===== src/rtl/ce_sched.sv =====
// Convolution-element pass sequencer: per output channel, fetch weights, stream windows, drain, tag results.
// Optional macro CE_SCHED_PERF_EN adds the stall_cnt_o performance counter port.
module ce_sched #(
   parameter int OCH_W  = 6,
   parameter int PIX_W  = 12,
   parameter int WLAT   = 2,
   parameter int CE_LAT = 4
) (
   input  logic             clk_i,
   input  logic             rst_i,
   input  logic             start_i,
   input  logic [OCH_W-1:0] cfg_och_i,
   input  logic [PIX_W-1:0] cfg_pix_i,
   output logic             w_rd_o,
   output logic [OCH_W-1:0] w_addr_o,
   output logic             w_load_o,
   input  logic             win_valid_i,
   output logic             win_ready_o,
   output logic             ce_en_in_o,
   input  logic             ce_en_out_i,
   output logic             res_valid_o,
   output logic [OCH_W-1:0] res_och_o,
   output logic [PIX_W-1:0] res_pix_o,
   output logic             busy_o,
   output logic             done_o,
   output logic             err_o
`ifdef CE_SCHED_PERF_EN
   ,
   output logic [31:0]      stall_cnt_o
`endif
);

   localparam int OUT_W = $clog2(CE_LAT + 2);
   localparam int WC_W  = $clog2(WLAT + 1);
   localparam int FL_W  = $clog2(CE_LAT + 1);

   typedef enum logic [2:0] {
      S_IDLE,
      S_WREQ,
      S_WWAIT,
      S_RUN,
      S_DRAIN,
      S_DONE
   } state_t;

   state_t           state_q, state_d;
   logic [OCH_W-1:0] och_q, och_d;
   logic [PIX_W-1:0] pix_q, pix_d;
   logic [WC_W-1:0]  wait_q, wait_d;
   logic [OUT_W-1:0] out_q, out_d;
   logic [FL_W-1:0]  flush_q;
   logic [OCH_W-1:0] res_och_q;
   logic [PIX_W-1:0] res_pix_q;
   logic             err_q;
   logic             zdone_q;
   logic [OCH_W-1:0] cfg_och_q;
   logic [PIX_W-1:0] cfg_pix_q;

   logic accept;
   logic cfg_zero;
   logic ce_in;
   logic ce_out_ok;
   logic run_st;

   assign accept    = (state_q == S_IDLE) && start_i;
   assign cfg_zero  = (cfg_och_i == '0) || (cfg_pix_i == '0);
   assign run_st    = (state_q == S_RUN);
   assign ce_in     = win_valid_i && run_st;
   // Results still in the CE from before a reset are ignored until the pipeline has flushed.
   assign ce_out_ok = ce_en_out_i && !rst_i && (flush_q == '0);

   always_comb begin
      state_d  = state_q;
      och_d    = och_q;
      pix_d    = pix_q;
      wait_d   = wait_q;
      w_rd_o   = 1'b0;
      w_load_o = 1'b0;
      case (state_q)
         S_IDLE: begin
            if (start_i && !cfg_zero) begin
               state_d = S_WREQ;
               och_d   = '0;
               pix_d   = '0;
            end
         end
         S_WREQ: begin
            w_rd_o  = 1'b1;
            wait_d  = '0;
            state_d = S_WWAIT;
         end
         S_WWAIT: begin
            if (wait_q == WC_W'(WLAT - 1)) begin
               w_load_o = 1'b1;
               pix_d    = '0;
               state_d  = S_RUN;
            end else begin
               wait_d = wait_q + WC_W'(1);
            end
         end
         S_RUN: begin
            if (win_valid_i) begin
               if (pix_q == cfg_pix_q - PIX_W'(1)) begin
                  state_d = S_DRAIN;
               end else begin
                  pix_d = pix_q + PIX_W'(1);
               end
            end
         end
         S_DRAIN: begin
            if (out_q == '0) begin
               if (och_q == cfg_och_q - OCH_W'(1)) begin
                  state_d = S_DONE;
               end else begin
                  och_d   = och_q + OCH_W'(1);
                  state_d = S_WREQ;
               end
            end
         end
         S_DONE: begin
            state_d = S_IDLE;
         end
         default: begin
            state_d = S_IDLE;
         end
      endcase
   end

   always_comb begin
      out_d = out_q;
      if (ce_in && !ce_out_ok) begin
         out_d = out_q + OUT_W'(1);
      end else if (!ce_in && ce_out_ok && (out_q != '0)) begin
         out_d = out_q - OUT_W'(1);
      end
   end

   always_ff @(posedge clk_i) begin
      if (rst_i) begin
         state_q   <= S_IDLE;
         och_q     <= '0;
         pix_q     <= '0;
         wait_q    <= '0;
         out_q     <= '0;
         flush_q   <= FL_W'(CE_LAT);
         res_och_q <= '0;
         res_pix_q <= '0;
         err_q     <= 1'b0;
         zdone_q   <= 1'b0;
      end else begin
         state_q <= state_d;
         och_q   <= och_d;
         pix_q   <= pix_d;
         wait_q  <= wait_d;
         out_q   <= out_d;
         zdone_q <= accept && cfg_zero;
         if (flush_q != '0) begin
            flush_q <= flush_q - FL_W'(1);
         end
         if (ce_out_ok && (out_q == '0) && !ce_in) begin
            err_q <= 1'b1;
         end
         if (accept) begin
            res_och_q <= '0;
            res_pix_q <= '0;
         end else if (ce_out_ok) begin
            if (res_pix_q == cfg_pix_q - PIX_W'(1)) begin
               res_pix_q <= '0;
               res_och_q <= res_och_q + OCH_W'(1);
            end else begin
               res_pix_q <= res_pix_q + PIX_W'(1);
            end
         end
      end
   end

   always_ff @(posedge clk_i) begin
      if (accept) begin
         cfg_och_q <= cfg_och_i;
         cfg_pix_q <= cfg_pix_i;
      end
   end

`ifdef CE_SCHED_PERF_EN
   logic [31:0] stall_q;

   always_ff @(posedge clk_i) begin
      if (rst_i) begin
         stall_q <= '0;
      end else if (accept) begin
         stall_q <= '0;
      end else if (run_st && !win_valid_i && (stall_q != 32'hFFFF_FFFF)) begin
         stall_q <= stall_q + 32'd1;
      end
   end

   assign stall_cnt_o = stall_q;
`endif

   assign w_addr_o    = w_rd_o ? och_q : '0;
   assign win_ready_o = run_st;
   assign ce_en_in_o  = ce_in;
   assign res_valid_o = ce_out_ok;
   assign res_och_o   = res_och_q;
   assign res_pix_o   = res_pix_q;
   assign busy_o      = (state_q != S_IDLE);
   assign done_o      = (state_q == S_DONE) || zdone_q;
   assign err_o       = err_q;

endmodule

===== config.mk =====
export PLATFORM = sky130hd
export DESIGN_NAME = ce_sched
export DESIGN_NICKNAME = d
export VERILOG_FILES = /design/src/rtl/ce_sched.sv
export SDC_FILE = /design/constraint.sdc
export NUM_CORES = 1
export LEC_CHECK = 0
export CAP_MARGIN = 25
export CELL_PAD_IN_SITES_DETAIL_PLACEMENT = 0
export CELL_PAD_IN_SITES_GLOBAL_PLACEMENT = 1
export CORE_ASPECT_RATIO = 0.9
export CORE_MARGIN = 2
export CORE_UTILIZATION = 42
export CTS_CLUSTER_DIAMETER = 50
export DETAILED_ROUTE_END_ITERATION = 10
export HOLD_SLACK_MARGIN = 0.05
export PLACE_DENSITY_LB_ADDON = 0.3
export SYNTH_ARGS = -nofsm -noshare
export SYNTH_HDL_FRONTEND = slang
export SYNTH_SLANG_ARGS = --single-unit

===== constraint.sdc =====
create_clock -name clk_i -period 3.5 [get_ports clk_i]
set_input_delay 0.7 -clock clk_i [delete_from_list [all_inputs] [get_ports clk_i]]
set_output_delay 0.7 -clock clk_i [all_outputs]
set_load 0.02 [all_outputs]

* Word-level counts from Yosys, hierarchy flattened
Cells that the tools add are included.
** Word-level totals
- Flip-flop bits (word level) :: 67
- Input bits :: 23
- Output and inout port bits :: 32
- Word-level logic and storage cells :: 99
** Operators by class
- Add/subtract/negate cells :: 10
- Equality and inequality tests :: 17
- Muxes and demuxes :: 25
- Reduce and logical (&&, ||, !) cells :: 35
** Operator list (count)
- 12-bit two-way mux :: 5
- 12-bit case mux with 3 select lines :: 1
- 12-bit by 1-bit adder with 12-bit output, second input constant :: 2
- 12-bit equality test :: 2
- 3-bit two-way mux :: 8
- 6-bit two-way mux :: 4
- 3-bit case mux with 5 select lines :: 1
- 6-bit by 1-bit adder with 6-bit output, second input constant :: 2
- 12-bit logical NOT :: 1
- 2-bit inequality test, second input constant :: 6
- 6-bit case mux with 2 select lines :: 1
- 3-bit nonzero test :: 4
- 12-bit by 1-bit subtractor with 12-bit output, second input constant :: 1
- 1-bit logical AND :: 11
- 5-bit AND reduction :: 2
- 3-bit logical NOT :: 3
- 3-bit by 2-bit equality test with 1-bit output, second input constant :: 2
- 3-bit equality test, second input constant :: 2
- 6-bit equality test :: 1
- 6-bit logical NOT :: 1
- 2-bit nonzero test :: 3
- 3-bit by 1-bit subtractor with 3-bit output, second input constant :: 2
- 6-bit by 1-bit subtractor with 6-bit output, second input constant :: 1
- 1-bit logical NOT :: 4
- other kinds (12) :: 17

* Logic depth before layout (Yosys ltp)
- Depth after elaboration :: 7
- Depth in mapped cells :: 12
- Gate-level depth less buffers :: 10

* Least setup slack after synthesis
No wires, ideal clock.
- Kind :: register -> register
- Start :: reg cfg_pix_q[3]
- End :: reg res_och_q[5] (netlist: res_och_o[5])
- Setup time :: 0.130 ns
- Arrival :: 2.644 ns
- Required time :: 3.370 ns
- Path slack :: 0.726 ns
- Stages on the path, launching flop included :: 11
- Path buffers :: 3
- Clock period less this slack :: 2.774 ns
- Path through :: edfxtp_1 > buf_6 > or4_4 > buf_6 > or3_4 > a21oi_2 > o211ai_2 > or3_1 > buf_2 > o41ai_1 > a21oi_1
** Between the ends
- Longest elaborated chain between the ends :: 3
** RTL lines
- start, declared :: RTL line 57 : logic [PIX_W-1:0] cfg_pix_q;
- start signal, assigned :: RTL line 180 : cfg_pix_q <= cfg_pix_i;
- 12-bit by 1-bit subtractor with 12-bit output :: RTL line 167 : if (res_pix_q == cfg_pix_q - PIX_W'(1)) begin
- 12-bit equality test :: RTL line 167
- 2-bit AND reduction (no source line)
- end signal, assigned :: RTL line 169 : res_och_q <= res_och_q + OCH_W'(1);
- end, declared :: RTL line 52 : logic [OCH_W-1:0] res_och_q;
Every way passes these cells.
A chain may end at the register's enable or synchronous reset.

* Worst setup path after layout
- Start :: reg cfg_pix_q[4]
- End :: reg pix_q[11]
** Between the ends
- Longest elaborated chain between the ends :: 4
** RTL lines
- 12-bit by 1-bit subtractor with 12-bit output :: RTL line 103 : if (pix_q == cfg_pix_q - PIX_W'(1)) begin
- 12-bit equality test :: RTL line 103
- 2-bit inequality test (no source line)
- 5-bit AND reduction (no source line)
- end signal, assigned :: RTL line 153 : pix_q <= pix_d;
- end, declared :: RTL line 48 : logic [PIX_W-1:0] pix_q, pix_d;
Every way passes these cells.

==> metrics <==
outcome finished clean; top cells by count, synth dfxtp_1 (49), nor2_1 (39), xor2_1 (29); CTS tree yes; final instance area 4840 µm²; ranking of synthesized cells by area dfxtp_1 (25%), edfxtp_1 (14%), xor2_1 (6.4%); global routing usage on met1 0.2891; root buffer selected by CTS clkbuf_8; Vias 3440; dpl cell area 4627 µm²; RSZ-0062 raised after global routing no; vias per cell 5.557; nature of the critical path endpoint register; most common cell in the netlist dfxtp_1; Max-Cap Viols 0; largest net degree at the start of global routing 27; 1st-iter DRT viols 141; DP Wirelength 7519 µm; core footprint 9166 µm²; Register-to-Register Path Depth 8; row count 33; Max-slew headroom 0.4526; worst slew pin tran 0.8148 ns; #FFs+latches synth 67; setup TNS 0 ns; CTS HTree Levels 3; Tcrit/Tclk final 0.8919; Starting Density 0.4349; Overflow after GRT 0; hold_sp flush_q[2]; CTS Buf Count 9; WP data required 3.78 ns; die height 96.43 µm; Final Hold Fails 0; clk_lat worst skew 0.36 ns; nets 525; average instance area after synthesis 9.039 µm²; min Tclk post-route 3.122 ns; share of the synthesized area in the top cell type 0.2461; GR Layer Usage met3 0.04427; R2R Path End pix_q[11]; met2 Use GR 0.3089; P_leak 1.749 nW; Worst path max stage delay 0.65 ns; Cells after Synth 441; Min-Delay Path Depth 1; Die ar. 10290 µm²; clk sink count 67; CP Launch Type register; vias in the first global route 3268; DR pass1 iterations 4; EDFF count, synth 18; I/O Pins 55; DRC Markers 0; post-synthesis cell area 3986 µm²; cells along the critical path or4_4 -> nor4_1 -> xnor3_1 -> o2111ai_2 -> nor4_4 -> buf_4 -> or4_1 -> a21oi_1; busiest grt layer met2; CTS resizes 0; Seq/Total Area, Yosys 0.3817; utilization after layout 0.5280; CP max stage cell or4_4; CTS Buffer Depth 2; Global Route Usage Sum 0.2041; Area Growth Syn to Fin 21.41%; Hold Path Class reg -> reg; ys async rst share 0; DR WL/cell 15.79 µm; first-pass GRT wire length 16380 µm; Post-CTS Hold Fix Bufs 0; Crit Path Class reg -> reg; highest clock rate 0.3204 GHz; layout cells sized above 1 0.07243; DRT Wirelength 9774 µm; Yosys warning total 0; Pwr Density 386.4 nW/µm²; IO Port Bufs 54; postcts setup bufs 0; Hold Path End flush_q[2]; clk_skew 0.008295 ns; library cells used by synthesis 61; antenna-violating nets left 0; Clk pin slew, worst setup/hold paths 0.07 ns; Worst R2R Setup Slack 0.38 ns; Setup violations, final 0; Final Max Tran Viols 0; Main synth FF type dfxtp_1; Peak VDD IR 0.2568 mV; initial antenna violation count 0; Mapped Nets 474; Yosys top cell by area dfxtp_1; gpl congestion 0.8575; WP data arrival 3.41 ns; largest fanout on the critical path 15; # diodes 0; FF-to-FF Start cfg_pix_q[4]; Die X 106.7 µm
==> worst max-delay path by stage <==
stage	start	to	slack, ns
after CTS	rst_i	res_valid_o	0.40
final	cfg_pix_q[4]	pix_q[11]	0.38
after detailed placement	cfg_pix_i[6]	pix_q[10]	0.39
after floorplan	cfg_pix_q[3]	res_och_o[5]	0.73
after global routing	cfg_pix_q[4]	res_pix_o[7]	0.22
after global placement	cfg_pix_i[1]	pix_q[10]	0.38
==> logic make-up after synthesis <==
logic type / Yosys count / share of synthesized area
XOR/XNOR: 59 / 0.1434
buffers and inverters: 43 / 0.04708
multiplexers: 2 / 0.005022
flip-flops: 67 / 0.3817
adder cells (fa/ha/maj): 10 / 0.03327
AO/OA/AOI/OAI: 86 / 0.1453
AND/OR/NAND/NOR: 174 / 0.2442
==> area by class of cell <==
cell class	instances	area (µm²)
clock buffer	12	166.4
clock inverter	4	46.29
fill	881	4327
inverter	22	82.58
multi-input combinational	331	2277
sequential	67	1521
tap	122	152.6
timing repair buffer	61	593.1
==> power breakdown <==
part / internal [mW] / leakage (nW) / switching [mW]
sequential: 0.839 / 0.568 / 0.0377
clock: 0.388 / 0.105 / 0.299
combinational: 0.135 / 1.08 / 0.171
==> per-stage QoR <==
stage / power, mW / worst slack, ns / hold WS (ns) / std cells
5_1_grt: 1.955 / 0.2234 / 0.4973 / 619
2_1_floorplan: 1.097 / 0.7265 / 0.4313 / 441
4_1_cts: 1.890 / 0.3996 / 0.4685 / 619
6_report: 1.870 / 0.3784 / 0.4721 / 619
3_5_place_dp: 1.200 / 0.3864 / 0.4545 / 603
3_3_place_gp: 1.188 / 0.3768 / 0.4463 / 603
==> worst max-delay path: cells and delay by family, from the launching register on <==
kind | cells | cell delay (ns)
flip-flops | 1 | 0.51
AO/OA/AOI/OAI | 2 | 0.30
buffers and inverters | 1 | 0.20
XOR/XNOR | 1 | 0.30
AND/OR/NAND/NOR | 4 | 1.73
==> sequential cells by signal (all words and copies together) (netlist names) <==
register	count
err_o	1
res_pix_o	12
res_och_o	6
state_q	3
cfg_pix_q	12
cfg_och_q	6
zdone_q	1
och_q	6
out_q	3
flush_q	3
wait_q	2
pix_q	12
==> layer usage <==
| layer | vias up | wire length (µm) |
|---|---|---|
| met5 | - | 0 |
| met4 | 0 | 172 |
| met3 | 16 | 465 |
| met2 | 63 | 4306 |
| met1 | 1658 | 4829 |
| li1 | 1703 | - |
==> placed cells by master, fill, tap and decap left out, types with 4 or more instances in the layout <==
cell             count
nand4_1             14
clkdlybuf4s50_1     54
nand2_1             18
nor2b_1              6
or3_1                9
edfxtp_1            18
xor2_1              29
dfxtp_1             49
xnor2_1             26
ha_1                 9
nand3_1             15
xnor3_1              4
buf_4                7
o31ai_1             10
o21ai_1              4
a211oi_1             4
a21oi_1             23
a31o_2               4
nor2_1              39
clkbuf_8            10
nor3_1              16
o21ai_0             13
inv_1               22
and3_1              11
nor4_1               9
and2_1               7
nand2b_1            11
No activity file was read; power rests on OpenSTA's default activity.
==> patch, RTL diff (same settings) <==
Encoding of `state_t`: now Gray code (3 bits for 6 states).
--- a/src/rtl/ce_sched.sv
+++ b/src/rtl/ce_sched.sv
@@ -35,12 +35,12 @@
    localparam int FL_W  = $clog2(CE_LAT + 1);
 
    typedef enum logic [2:0] {
-      S_IDLE,
-      S_WREQ,
-      S_WWAIT,
-      S_RUN,
-      S_DRAIN,
-      S_DONE
+      S_IDLE  = 3'b000,
+      S_WREQ  = 3'b001,
+      S_WWAIT = 3'b011,
+      S_RUN   = 3'b010,
+      S_DRAIN = 3'b110,
+      S_DONE  = 3'b111
    } state_t;
 
    state_t           state_q, state_d;
Formal check against the unedited RTL: no difference found for any inputs over 10 cycles, from zero or initial values and one cycle with rst_i high; not proved beyond that.
==> patch against the original RTL <==
Sequential cell count is the same. Final area is 2.9% lower. Count of clock-buffer cells in the layout fell by 3. Total power increased by 2.2%. Sequential power rose by 3.3%. Setup slack worse by 0.077 ns. Core utilization down 0.83 points. Routed wire length fell by 9.1%. Synthesized area is 3.1% lower. Critical path type unchanged. Critical endpoint is now pix_q[8]. Highest routed layer unchanged.
==> patch: results (changes against the original RTL) <==
* Skew-Pair Late Insertion Delay at 0.36 ns (about the same)
* Clock network power at 0.662 mW (-3.8%)
* Maximum vdd drop at 271 µV (+5.4%)
* Relative slew slack at 56.5% (+11 points)
* Initial antenna violation count at 0 (unchanged)
* Crit share post-route at 91.4% (+2.2 points)
* Post-synthesis sequential area ratio at 39.4% (+1.2 points)
* Total leakage power at 1.66 nW (-4.9%)
* CTS HTree Levels at 3 (unchanged)
* Reg2Reg Depth at 8 (unchanged)
* Comb pwr at 0.342 mW (+12%)
* Post-DP Area at 0.00450 mm² (-2.8%)
* Slowest-stage cell, CP: or4_1
* Drt pass-1 iters at 5 (+1)
* Vias in the first global route at 3052 (-6.6%)
* Synth cell count leaders: nor2_1 (55), dfxtp_1 (49), xnor2_1 (30)
* Synth Instances at 443 (+0.45%)
* HPWL Detailed at 6740 µm (-10%)
* GRT Util Overall at 18.6% (-1.8 points)
* Hold path cells at 1 (unchanged)
* Combinational Power Share at 17.9% (+1.6 points)
* Status: completed
* Via-per-instance ratio at 5.37 (-3.3%)
* Async S/R FF share, synth at 0% (unchanged)
* Synth area leaders: dfxtp_1 (25%), edfxtp_1 (14%), xnor2_1 (6.8%)
* Placed Cells at 604 (+0.17%)
* Top FF cell, synth: dfxtp_1
* Place WS at 0.319 ns (-0.0678 ns)
* Global-route wire length before repair at 14700 µm (-10%)
* Max stage delay on crit path at 0.69 ns (+0.04 ns)
* Clock Skew at 0.0178 ns (+0.00951 ns)
* Max Fanout on Critical Path at 18 (+3)
* Internal Power at 1.33 mW (-2.3%)
* Min-delay src: flush_q[2]
* Synth unique cells at 56 (-8.2%)
* WP data arrival at 3.45 ns (+0.04 ns)
* DRC at 0 (unchanged)
* Synthesized Nets at 476 (+0.42%)
* R2r endpoint: pix_q[8]
* Final Non-Filler Cells at 620 (+0.16%)
* Gpl congestion at 0.885 (+3.2%)
* DRT iter0 DRCs at 154 (+9.2%)
* EDFF count, synth at 18 (unchanged)
* Min Hold Slack at 0.478 ns (+0.00552 ns)
* Clock Pin Slew Worst Setup and Hold Paths at 0.08 ns
* Worst Hold Endpoint: flush_q[2]
* Reg-to-reg slack, setup at 0.30 ns (-0.08 ns)
* Cts hold-fix bufs at 0 (unchanged)
* Share of layout cells above drive strength 1 at 7.83% (+0.59 points)
* Final net count at 526 (+0.19%)
* Largest net degree at the start of global routing at 22 (-19%)
* Avg WL per Cell at 14.3 µm (-9.3%)
patch: layer usage:
layer  vias to the layer above  share of wire, %  global-route usage [%]
li1                       1681                 -                       -
met1                      1566                50                    25.9
met2                        77                44                    28.3
met3                         8               4.6                    4.07
met4                         0               1.4                    7.44
met5                         -                 0                       0
patch: cell families (layout without fill, tap and decap cells):
logic type / count (synthesis) / in the layout / share of synthesized area [%]
and+or+nand+nor: 188 / 188 / 25.5
AOI/OAI and AO/OA: 77 / 77 / 13.4
DFF: 67 / 67 / 39.4
xor gates and xnor gates: 58 / 58 / 13.1
buffers and inverters: 41 / 96 / 4.70
adders and majority gates: 10 / 10 / 3.43
muxes: 2 / 2 / 0.518
patch: cell type report:
type                    count  area [µm²]
fillers                   861        4340
well taps                 122         153
repair buffers             61         593
clock inverters             7        76.3
multi-input cells         335        2160
flip-flops and latches     67        1520
clock buffers               9         124
inverters                  19        71.3
